**src/rtl/sync_pkg.sv**
```systemverilog
// Shared constants and types for the sync pattern generator: sync-bus bit map,
// FSM state encoding and the per-frame shadow configuration.
package sync_pkg;

    localparam int BIT_TNI = 15;
    localparam int BIT_TKI = 13;
    localparam int BIT_TNP = 10;
    localparam int BIT_TKP = 9;
    localparam int BIT_TNC = 6;
    localparam int BIT_TNO = 5;

    typedef enum logic {
        IDLE = 1'b0,
        RUN  = 1'b1
    } state_e;

    typedef struct packed {
        logic [31:0] frame_len;
        logic [15:0] i_w;
        logic [15:0] ki_off;
        logic [15:0] ki_w;
        logic [15:0] p_off;
        logic [15:0] p_w;
        logic [15:0] kp_off;
        logic [15:0] kp_w;
        logic [15:0] nc_w;
        logic [15:0] no_w;
    } shadow_cfg_t;

    // A frame shorter than two ticks would never produce a falling edge.
    function automatic logic [31:0] clamp_len(input logic [31:0] len);
        return (len < 32'd2) ? 32'd2 : len;
    endfunction

endpackage

```
**src/rtl/sync_pulse_win.sv**
```systemverilog
// One pulse-window bit: high for tick t in [off, off+w) inside the frame,
// registered so the bit changes on the same edge as the tick strobe.
module sync_pulse_win
    import sync_pkg::*;
(
    input  logic        clk,
    input  logic        rst,
    input  logic        en_i,
    input  logic [31:0] t_i,
    input  logic [31:0] len_i,
    input  logic [15:0] off_i,
    input  logic [15:0] w_i,
    output logic        q_o
);

    logic [32:0] t_x;
    logic [32:0] off_x;
    logic [32:0] end_x;
    logic        hit;
    logic        q_q;

    // 33-bit compare so off+w can never wrap.
    assign t_x   = {1'b0, t_i};
    assign off_x = {17'b0, off_i};
    assign end_x = off_x + {17'b0, w_i};
    assign hit   = en_i && (t_x >= off_x) && (t_x < end_x) && (t_i < len_i);

    always_ff @(posedge clk) begin
        if (rst) q_q <= 1'b0;
        else     q_q <= hit;
    end

    assign q_o = q_q;

endmodule

```
**src/rtl/sync_pattern_gen.sv**
```systemverilog
// Sync-pulse stimulus generator: tus tick strobe plus a repeating TNI/TKI/TNP/TKP/TNC/TNO
// frame on o[15:0]. Define SYNC_FAULT_INJ_EN to add the inj fault-injection input.
module sync_pattern_gen
    import sync_pkg::*;
#(
    parameter int CLK_PER_TICK = 25,
    parameter int SEC_FRAMES_W = 16
) (
    input  logic                    clk,
    input  logic                    rst,
    input  logic                    en,
    input  logic [31:0]             cfg_frame_len,
    input  logic [15:0]             cfg_i_w,
    input  logic [15:0]             cfg_ki_off,
    input  logic [15:0]             cfg_ki_w,
    input  logic [15:0]             cfg_p_off,
    input  logic [15:0]             cfg_p_w,
    input  logic [15:0]             cfg_kp_off,
    input  logic [15:0]             cfg_kp_w,
    input  logic [15:0]             cfg_nc_w,
    input  logic [SEC_FRAMES_W-1:0] cfg_sec_frames,
    input  logic [15:0]             cfg_no_w,
`ifdef SYNC_FAULT_INJ_EN
    input  logic [1:0]              inj,
`endif
    output logic                    tus,
    output logic [15:0]             o,
    output logic                    busy,
    output logic [31:0]             frame_cnt
);

    localparam int NWIN = 6;
    localparam int PW   = (CLK_PER_TICK > 2) ? $clog2(CLK_PER_TICK) : 1;

    logic [PW-1:0]           presc_q, presc_d;
    logic                    tus_q;
    logic                    tick;
    state_e                  state_q, state_d;
    logic [31:0]             t_q, t_d;
    shadow_cfg_t             cfg_q, cfg_d, cfg_in;
    logic [SEC_FRAMES_W-1:0] sec_q, sec_d, sec_eff;
    logic [SEC_FRAMES_W-1:0] div_q, div_d;
    logic [31:0]             fc_q, fc_d;
    logic                    latch;
    logic                    run_d;

    logic [NWIN-1:0]             win_en;
    logic [NWIN-1:0][31:0]       win_t;
    logic [NWIN-1:0][15:0]       win_off;
    logic [NWIN-1:0][15:0]       win_w;
    logic [NWIN-1:0]             win_q;

`ifdef SYNC_FAULT_INJ_EN
    logic [1:0] inj_q, inj_d;
    logic       inj_p_q, inj_p_hit;
`endif

    // tick fires one clk early so tus is registered and lands on prescaler == CLK_PER_TICK-1.
    assign presc_d = (presc_q == PW'(CLK_PER_TICK - 1)) ? '0 : presc_q + PW'(1);
    assign tick    = (presc_q == PW'(CLK_PER_TICK - 2));
    assign sec_eff = (sec_q == '0) ? SEC_FRAMES_W'(1) : sec_q;

    always_comb begin
        cfg_in           = '0;
        cfg_in.frame_len = clamp_len(cfg_frame_len);
        cfg_in.i_w       = cfg_i_w;
        cfg_in.ki_off    = cfg_ki_off;
        cfg_in.ki_w      = cfg_ki_w;
        cfg_in.p_off     = cfg_p_off;
        cfg_in.p_w       = cfg_p_w;
        cfg_in.kp_off    = cfg_kp_off;
        cfg_in.kp_w      = cfg_kp_w;
        cfg_in.nc_w      = cfg_nc_w;
        cfg_in.no_w      = cfg_no_w;
    end

    always_ff @(posedge clk) begin
        if (rst) begin
            presc_q <= '0;
            tus_q   <= 1'b0;
            state_q <= IDLE;
            t_q     <= '0;
            cfg_q   <= '0;
            sec_q   <= '0;
            div_q   <= '0;
            fc_q    <= '0;
`ifdef SYNC_FAULT_INJ_EN
            inj_q   <= '0;
`endif
        end else begin
            presc_q <= presc_d;
            tus_q   <= tick;
            state_q <= state_d;
            t_q     <= t_d;
            cfg_q   <= cfg_d;
            sec_q   <= sec_d;
            div_q   <= div_d;
            fc_q    <= fc_d;
`ifdef SYNC_FAULT_INJ_EN
            inj_q   <= inj_d;
`endif
        end
    end

    always_comb begin
        state_d = state_q;
        t_d     = t_q;
        cfg_d   = cfg_q;
        sec_d   = sec_q;
        div_d   = div_q;
        fc_d    = fc_q;
        latch   = 1'b0;
`ifdef SYNC_FAULT_INJ_EN
        inj_d   = inj_q;
`endif
        unique case (state_q)
            IDLE: begin
                if (tick && en) begin
                    state_d = RUN;
                    t_d     = '0;
                    latch   = 1'b1;
                end
            end
            RUN: begin
                if (tick) begin
                    if (t_q >= cfg_q.frame_len - 32'd1) begin
                        fc_d = fc_q + 32'd1;
                        if (en) begin
                            t_d   = '0;
                            latch = 1'b1;
                            div_d = (div_q >= sec_eff - SEC_FRAMES_W'(1)) ? '0 : div_q + SEC_FRAMES_W'(1);
                        end else begin
                            state_d = IDLE;
                        end
                    end else begin
                        t_d = t_q + 32'd1;
                    end
                end
            end
            default: state_d = IDLE;
        endcase
        if (latch) begin
            cfg_d = cfg_in;
            sec_d = cfg_sec_frames;
`ifdef SYNC_FAULT_INJ_EN
            inj_d = inj;
`endif
        end
    end

    // Windows see next-state tick/config so their registered outputs move with tus.
    always_comb begin
        run_d      = (state_d == RUN);
        win_en     = {NWIN{run_d}};
        win_en[5]  = run_d && (div_d == '0);
        win_t      = {NWIN{t_d}};
`ifdef SYNC_FAULT_INJ_EN
        if (inj_d[1]) win_t[4] = {30'b0, t_d[1:0]};
`endif
        win_off    = {16'd0, 16'd0, cfg_d.kp_off, cfg_d.p_off, cfg_d.ki_off, 16'd0};
        win_w      = {cfg_d.no_w, cfg_d.nc_w, cfg_d.kp_w, cfg_d.p_w, cfg_d.ki_w, cfg_d.i_w};
    end

    for (genvar g = 0; g < NWIN; g++) begin : g_win
        sync_pulse_win u_win (
            .clk   (clk),
            .rst   (rst),
            .en_i  (win_en[g]),
            .t_i   (win_t[g]),
            .len_i (cfg_d.frame_len),
            .off_i (win_off[g]),
            .w_i   (win_w[g]),
            .q_o   (win_q[g])
        );
    end

`ifdef SYNC_FAULT_INJ_EN
    // TNP held high across the whole TNI..TKI-end span to force an I/P overlap.
    assign inj_p_hit = run_d && inj_d[0] &&
                       ({1'b0, t_d} < ({17'b0, cfg_d.ki_off} + {17'b0, cfg_d.ki_w}));

    always_ff @(posedge clk) begin
        if (rst) inj_p_q <= 1'b0;
        else     inj_p_q <= inj_p_hit;
    end
`endif

    always_comb begin
        o            = '0;
        o[BIT_TNI]   = win_q[0];
        o[BIT_TKI]   = win_q[1];
`ifdef SYNC_FAULT_INJ_EN
        o[BIT_TNP]   = win_q[2] | inj_p_q;
`else
        o[BIT_TNP]   = win_q[2];
`endif
        o[BIT_TKP]   = win_q[3];
        o[BIT_TNC]   = win_q[4];
        o[BIT_TNO]   = win_q[5];
        tus          = tus_q;
        busy         = (state_q == RUN);
        frame_cnt    = fc_q;
    end

endmodule

```
**config.mk**
```make
export PLATFORM = sky130hd
export DESIGN_NAME = sync_pattern_gen
export DESIGN_NICKNAME = d
export VERILOG_FILES = /design/src/rtl/sync_pkg.sv /design/src/rtl/sync_pulse_win.sv /design/src/rtl/sync_pattern_gen.sv
export SDC_FILE = /design/constraint.sdc
export NUM_CORES = 1
export LEC_CHECK = 0
export BUFFER_PORTS_ARGS = -buffer_cell sky130_fd_sc_hd__buf_2
export CORE_UTILIZATION = 40
export DETAILED_ROUTE_END_ITERATION = 8
export SETUP_SLACK_MARGIN = 0.15
export SKIP_LAST_GASP = 1
export SYNTH_ARGS = -nofsm -noshare
export SYNTH_HDL_FRONTEND = slang
export SYNTH_SLANG_ARGS = --single-unit
```
**constraint.sdc**
```tcl
create_clock -name clk -period 10.8 [get_ports clk]
set_clock_uncertainty 0.1 [all_clocks]
set_input_delay 2.16 -clock clk [delete_from_list [all_inputs] [get_ports clk]]
set_output_delay 2.16 -clock clk [all_outputs]
set_load 0.1 [all_outputs]
```
==> impl_metrics.json, run 1 <==
{
  "worst_pin_slew_ns": 1.12,
  "drive_gt1_share_pct": 13.8,
  "firstDrtPassIters": 5,
  "drcViolationCount": 0,
  "yosysSeqAreaShare_pct": 29.0,
  "yosys_register_bits": 285,
  "setup_viol": 0,
  "synth.avg_cell_area_um2": 8.26,
  "regArea_um2": 5710,
  "synth.distinct_cells": 85,
  "grt_max_degree": 104,
  "clk-insertion-delay-late_ns": 0.56,
  "fp.dieH_um": 224,
  "via_per_inst": 5.42,
  "crit_type": "reg2reg",
  "crit_cells": 38,
  "dp_hpwl_mm": 45.7,
  "hold_path.class": "reg2reg",
  "grt_pass1_vias": 17200,
  "post-route-period-util_pct": 88.9,
  "fin_setup_tns_ns": 0,
  "setup.worst_path.start": "cfg_q[151]$_SDFF_PP0_",
  "async_flop_share_pct": 0,
  "grt_pass1_wl_mm": 93.8,
  "hold_viol_final": 0,
  "crit_family": "simple AND/OR/NAND/NOR gates",
  "synth_edf_count": 0,
  "path_buf_inv": 2,
  "cts_tree": "done",
  "multiInputGateArea_um2": 13200,
  "fin_crit_ns": 9.60,
  "ff2ff_path_depth": 38,
  "fmax_mhz": 104,
  "p_leak_nw": 11.2,
  "fin_cells": 3276,
  "drv_cap": 0,
  "root_buffer": "clkbuf_16",
  "layout_common_cells": "286 x nand2_1, 285 x dfxtp_1, 279 x nor2_1",
  "nets": 3058,
  "die_x_um": 224,
  "core_um2": 48100,
  "placed_area_um2": 21400,
  "ir_worst_vdd_v": 0.0000988,
  "max-clock-path-buffers": 3,
  "synth_area_um2": 19700,
  "boundaryPins": 245,
  "slew_headroom_pct": 24.8,
  "postCtsSetupBuffers": 0,
  "dp_slack_ns": 1.04,
  "row_count": 80,
  "yosysWarnings": 0,
  "cts_hold_buf": 0,
  "dieArea_um2": 50100,
  "end_kind": "register",
  "powerDensity_nw_per_um2": 104,
  "synth_ff_type": "dfxtp_1",
  "cts.htree.levels": 2,
  "fillerInstances": 4751,
  "wl_per_cell_um": 18.3,
  "cts_sinks": 285,
  "stdcell_area_um2": 22600,
  "slew_viol_final": 0,
  "drtAntennaViolNets": 0,
  "crit_top_cell": "o21ai_0",
  "overflow": 0,
  "r2r_start": "cfg_q[151]$_SDFF_PP0_",
  "status": "complete, no violations",
  "dr_total_vias": 17800,
  "drt-initial-drc-count": 1045,
  "worstPathMaxFanout": 23,
  "r2r-end": "g_win[3].u_win.q_o$_SDFF_PP0_",
  "initial_core_util_pct": 40.8,
  "numCtsBuffers": 37,
  "worst_slack_ns": 1.20,
  "routabilityCongestion": 0.913,
  "r2r_setup_slack_ns": 1.20,
  "syn_to_final_growth_pct": 15.0,
  "cts.clk_slew.worst_paths_ns": 0.06,
  "synth_cells": 2381,
  "dp.cells": 3210,
  "max_stage_delay_ns": 0.60,
  "grt_usage_pct": 23.8,
  "portBuffers": 234,
  "mostFrequentLayoutCell": "nand2_1",
  "whs_path_depth": 2,
  "cp_slowest_cell": "or4_1",
  "required_ns": 11.15,
  "cp-start-kind": "register",
  "wl_mm": 60.0,
  "setup.worst_path.end": "g_win[3].u_win.q_o$_SDFF_PP0_",
  "antenna_found_initial": 4,
  "rsz0062_at_grt": "false",
  "cp.arrival_ns": 9.95
}
final cells by class:
cell class              count  share of cell area (%)
diodes                      4                  0.0442
clock buffers              48                    4.58
clock inverters            13                   0.570
inverters                  94                    1.56
multi-input cells        1917                    58.3
flip-flops and latches    285                    25.2
well taps                 656                    3.63
repair buffers            259                    6.05
report_power, final:
| part | internal [W] | total, W | switching [W] | leakage, nW |
|---|---|---|---|---|
| clock | 0.000722 | 0.00122 | 0.000495 | 0.580 |
| sequential | 0.00105 | 0.00105 | 0.00000105 | 2.29 |
| combinational | 0.0000310 | 0.0000872 | 0.0000562 | 8.34 |
worst min-delay path by stage:
stage	slack (ns)	start	to
detailed placement	0.36	cfg_q[78]$_SDFF_PP0_	cfg_q[78]$_SDFF_PP0_
global route	0.38	cfg_q[108]$_SDFF_PP0_	cfg_q[108]$_SDFF_PP0_
global placement	0.34	presc_q[0]$_SDFF_PP0_	presc_q[0]$_SDFF_PP0_
CTS	0.36	cfg_q[78]$_SDFF_PP0_	cfg_q[78]$_SDFF_PP0_
floorplan	0.33	presc_q[0]$_SDFF_PP0_	presc_q[0]$_SDFF_PP0_
finish	0.36	cfg_q[41]$_SDFF_PP0_	cfg_q[41]$_SDFF_PP0_
tightest hold or removal path: stages, from the launching register on:
cell and delay, ns:
dfxtp_1 0.29, nand2_1 0.06, a21oi_1 0.06
what timing repair did:
item | in CTS | in global routing
endpoints found under the hold margin | 0 | 0
gates resized for setup | 0 | 1
endpoints found under the setup margin | 0 | 1
state kept, by name, summed over array words and instances, names as in the netlist:
| register | count |
|---|---|
| tus | 1 |
| sec_q | 16 |
| frame_cnt | 32 |
| g_win.u_win.q_o | 6 |
| t_q | 32 |
| presc_q | 5 |
| cfg_q | 176 |
| busy | 1 |
| div_q | 16 |
cell usage after synthesis (all sizes together), types with 63 or more instances:
cell type | instances | area (µm²)
nand2 | 288 | 1080
dfxtp | 285 | 5710
nor2 | 280 | 1050
ha | 266 | 3330
a21oi | 182 | 915
mux2i | 132 | 1320
inv | 94 | 353
xor2 | 74 | 648
o21ai | 71 | 359
xnor2 | 67 | 587
a21o | 63 | 473
nand3 | 63 | 330
metrics by stage:
| stage | power (W) | utilization, % | hold WS [ns] |
|---|---|---|---|
| CTS | 0.00239 | 47.0 | 0.363 |
| floorplan | 0.00112 | - | 0.330 |
| detailed placement | 0.00116 | 44.5 | 0.356 |
| finish | 0.00236 | 47.0 | 0.360 |
| global placement | 0.00116 | 44.5 | 0.345 |
| global route | 0.00243 | 47.0 | 0.378 |
per-layer routing:
metal | up-vias | GRT usage, % | wire length, µm | share of wire, %
met2 | 436 | 39.4 | 27600 | 46
met1 | 8389 | 31.2 | 27000 | 45
met5 | - | 0 | 8 | 0.013
met3 | 100 | 3.54 | 3440 | 5.7
met4 | 2 | 8.59 | 1830 | 3.0
li1 | 8826 | - | - | -
cells by family after synthesis:
| group | share of synthesized area [%] |
|---|---|
| AO/OA/AOI/OAI | 14.3 |
| XOR/XNOR | 6.28 |
| adder cells (fa/ha/maj) | 17.9 |
| buffers and inverters | 4.23 |
| flip-flops | 29.0 |
| multiplexers | 6.83 |
| other | 0.0191 |
| AND/OR/NAND/NOR | 21.4 |
Note: power is estimated with default switching activity, not from simulation.
==> inputs of run 2 (changes only) <==
CORE_MARGIN = 4   (was default)
==> run 2 against run 1 <==
Net effect:
- power increased by 2.4%
- largest power group unchanged
- design area increased by 0.37%
- fmax increased by 1.9%
- register-to-register slack improved by 0.18 ns
- critical path depth decreased by 3
- via count decreased by 0.33%
- sequential cell count unchanged
- sequential share of layout area decreased by 0.093 points
- wire length about the same
- largest cell class unchanged
==> impl_metrics.json, run 2 (synthesis results as in run 1) <==
{
  "cts-resized-gates": 0,
  "overflow": 0,
  "numCtsBuffers": 35,
  "stdcell_area_um2": 22700,
  "setup.worst_path.end": "g_win[3].u_win.q_o$_SDFF_PP0_",
  "fillerInstances": 4758,
  "fmax_mhz": 106,
  "post-route-period-util_pct": 87.2,
  "portBuffers": 234,
  "boundaryPins": 245,
  "fin_setup_tns_ns": 0,
  "fp.dieH_um": 230,
  "wl_mm": 60.0,
  "cp_slowest_cell": "or4_1",
  "row_count": 80,
  "mostFrequentLayoutCell": "nand2_1",
  "hold_start": "presc_q[0]$_SDFF_PP0_",
  "ir_worst_vdd_v": 0.0000989,
  "p_leak_nw": 11.3,
  "routabilityCongestion": 0.920,
  "die_x_um": 230,
  "cts_hold_buf": 0,
  "grt_pass1_vias": 17400,
  "r2r-end": "g_win[3].u_win.q_o$_SDFF_PP0_",
  "postCtsSetupBuffers": 0,
  "dp_hpwl_mm": 45.7,
  "r2r_start": "cfg_q[151]$_SDFF_PP0_",
  "cts.htree.levels": 2,
  "slew_viol_final": 0,
  "setup.worst_path.start": "cfg_q[151]$_SDFF_PP0_",
  "clockPowerShare_pct": 52.8,
  "root_buffer": "clkbuf_16",
  "nets": 3057,
  "power_frac_seq_pct": 43.6,
  "cts.clk_slew.worst_paths_ns": 0.06,
  "swShare_pct": 22.3,
  "max-clock-path-buffers": 3,
  "wl_per_cell_um": 18.3,
  "status": "complete, no violations",
  "cts_sinks": 285,
  "ff2ff_path_depth": 35,
  "via_per_inst": 5.40,
  "top_register": "cfg_q",
  "initial_core_util_pct": 40.8,
  "cp.arrival_ns": 9.78,
  "drive_gt1_share_pct": 13.9,
  "pwr-share-comb_pct": 3.6,
  "required_ns": 11.16,
  "hold_viol_final": 0,
  "hold_path.class": "reg2reg",
  "grt_pass1_wl_mm": 94.4,
  "rsz0062_at_grt": "false",
  "drtAntennaViolNets": 0,
  "drv_cap": 0,
  "grt_max_degree": 133,
  "grt_usage_pct": 22.0,
  "slew_headroom_pct": 24.8,
  "dr_total_vias": 17700,
  "antenna_found_initial": 6,
  "end_kind": "register",
  "fin_cells": 3278,
  "cp-start-kind": "register",
  "powerDensity_nw_per_um2": 106,
  "setup_viol": 0,
  "max_stage_delay_ns": 0.61,
  "fin_hold_ws_ns": 0.360,
  "worstPathMaxFanout": 50,
  "regArea_um2": 5710,
  "largest_reg_flops": 176,
  "r2r_setup_slack_ns": 1.38,
  "placed_area_um2": 21400,
  "dp.cells": 3212,
  "dieArea_um2": 52800,
  "syn_to_final_growth_pct": 15.5,
  "core_um2": 48100,
  "fin_crit_ns": 9.42,
  "drt-initial-drc-count": 1315,
  "drcViolationCount": 0,
  "multiInputGateArea_um2": 13200,
  "power_switching_w": 0.000539,
  "firstDrtPassIters": 7,
  "clk-insertion-delay-late_ns": 0.55,
  "worst_pin_slew_ns": 1.13,
  "crit_top_cell": "o21ai_0",
  "layout_common_cells": "286 x nand2_1, 285 x dfxtp_1, 279 x nor2_1",
  "cts_tree": "done",
  "crit_type": "reg2reg",
  "p_int_w": 0.00188
}
==> run 2: cell types whose count changed in the layout (fill, tap and decap cells not counted), sizes merged <==
cell      change
buf           +2
clkinvlp      -1
clkinv        +1
diode         -1
inv           -2
bufinv        +3
clkbuf        +1
nor2          -1
==> run 2: how the worst min path moves through the flow <==
stage	to	slack (ns)	depth (start not counted)
floorplan	presc_q[0]$_SDFF_PP0_	0.33	1
global placement	presc_q[0]$_SDFF_PP0_	0.34	1
detailed placement	presc_q[0]$_SDFF_PP0_	0.36	1
CTS	cfg_q[75]$_SDFF_PP0_	0.36	2
global route	presc_q[0]$_SDFF_PP0_	0.38	1
finish	presc_q[0]$_SDFF_PP0_	0.36	1
==> run 2: cell type report <==
type                            instances  share of cell area, %
Inverter                               94                   1.55
Tap cell                              656                   3.61
Multi-Input combinational cell       1916                   58.1
Antenna cell                            3                 0.0331
Sequential cell                       285                   25.1
Timing Repair Buffer                  261                   6.09
Clock buffer                           49                   4.58
Clock inverter                         14                  0.926
==> run 2: per-stage QoR <==
stage	utilization [%]	setup slack [ns]	power [W]
final	47.2	1.38	0.00241
after CTS	47.1	1.45	0.00245
after global placement	44.6	1.85	0.00116
after detailed placement	44.6	1.47	0.00116
after global routing	47.2	0.847	0.00249
after floorplan	-	1.97	0.00112
==> run 2: worst max-delay path: cells and delay by family, from the launching register on <==
| family | cells | cell delay (ns) |
|---|---|---|
| compound gates | 12 | 2.86 |
| buf+inv | 1 | 0.51 |
| simple gates | 15 | 3.70 |
| fa+ha+maj | 5 | 1.53 |
| xor+xnor | 2 | 0.29 |
| flops | 1 | 0.35 |
==> run 2: per-layer routing <==
metal	track usage (%)	part of all wire, %	vias to the layer above
met1	28.9	45	8300
met4	5.78	2.4	6
li1	-	-	8837
met3	4.20	6.0	103
met2	37.3	47	449
met5	0	0.068	-
==> run 2: power by group through the flow <==
stage          Sequential (W)  Combinational, W  Clock (W)
2_1_floorplan         0.00108         0.0000399          0
3_3_place_gp          0.00108         0.0000869          0
3_5_place_dp          0.00108         0.0000875          0
4_1_cts               0.00105         0.0000879    0.00131
5_1_grt               0.00105         0.0000944    0.00135
6_report              0.00105         0.0000875    0.00127
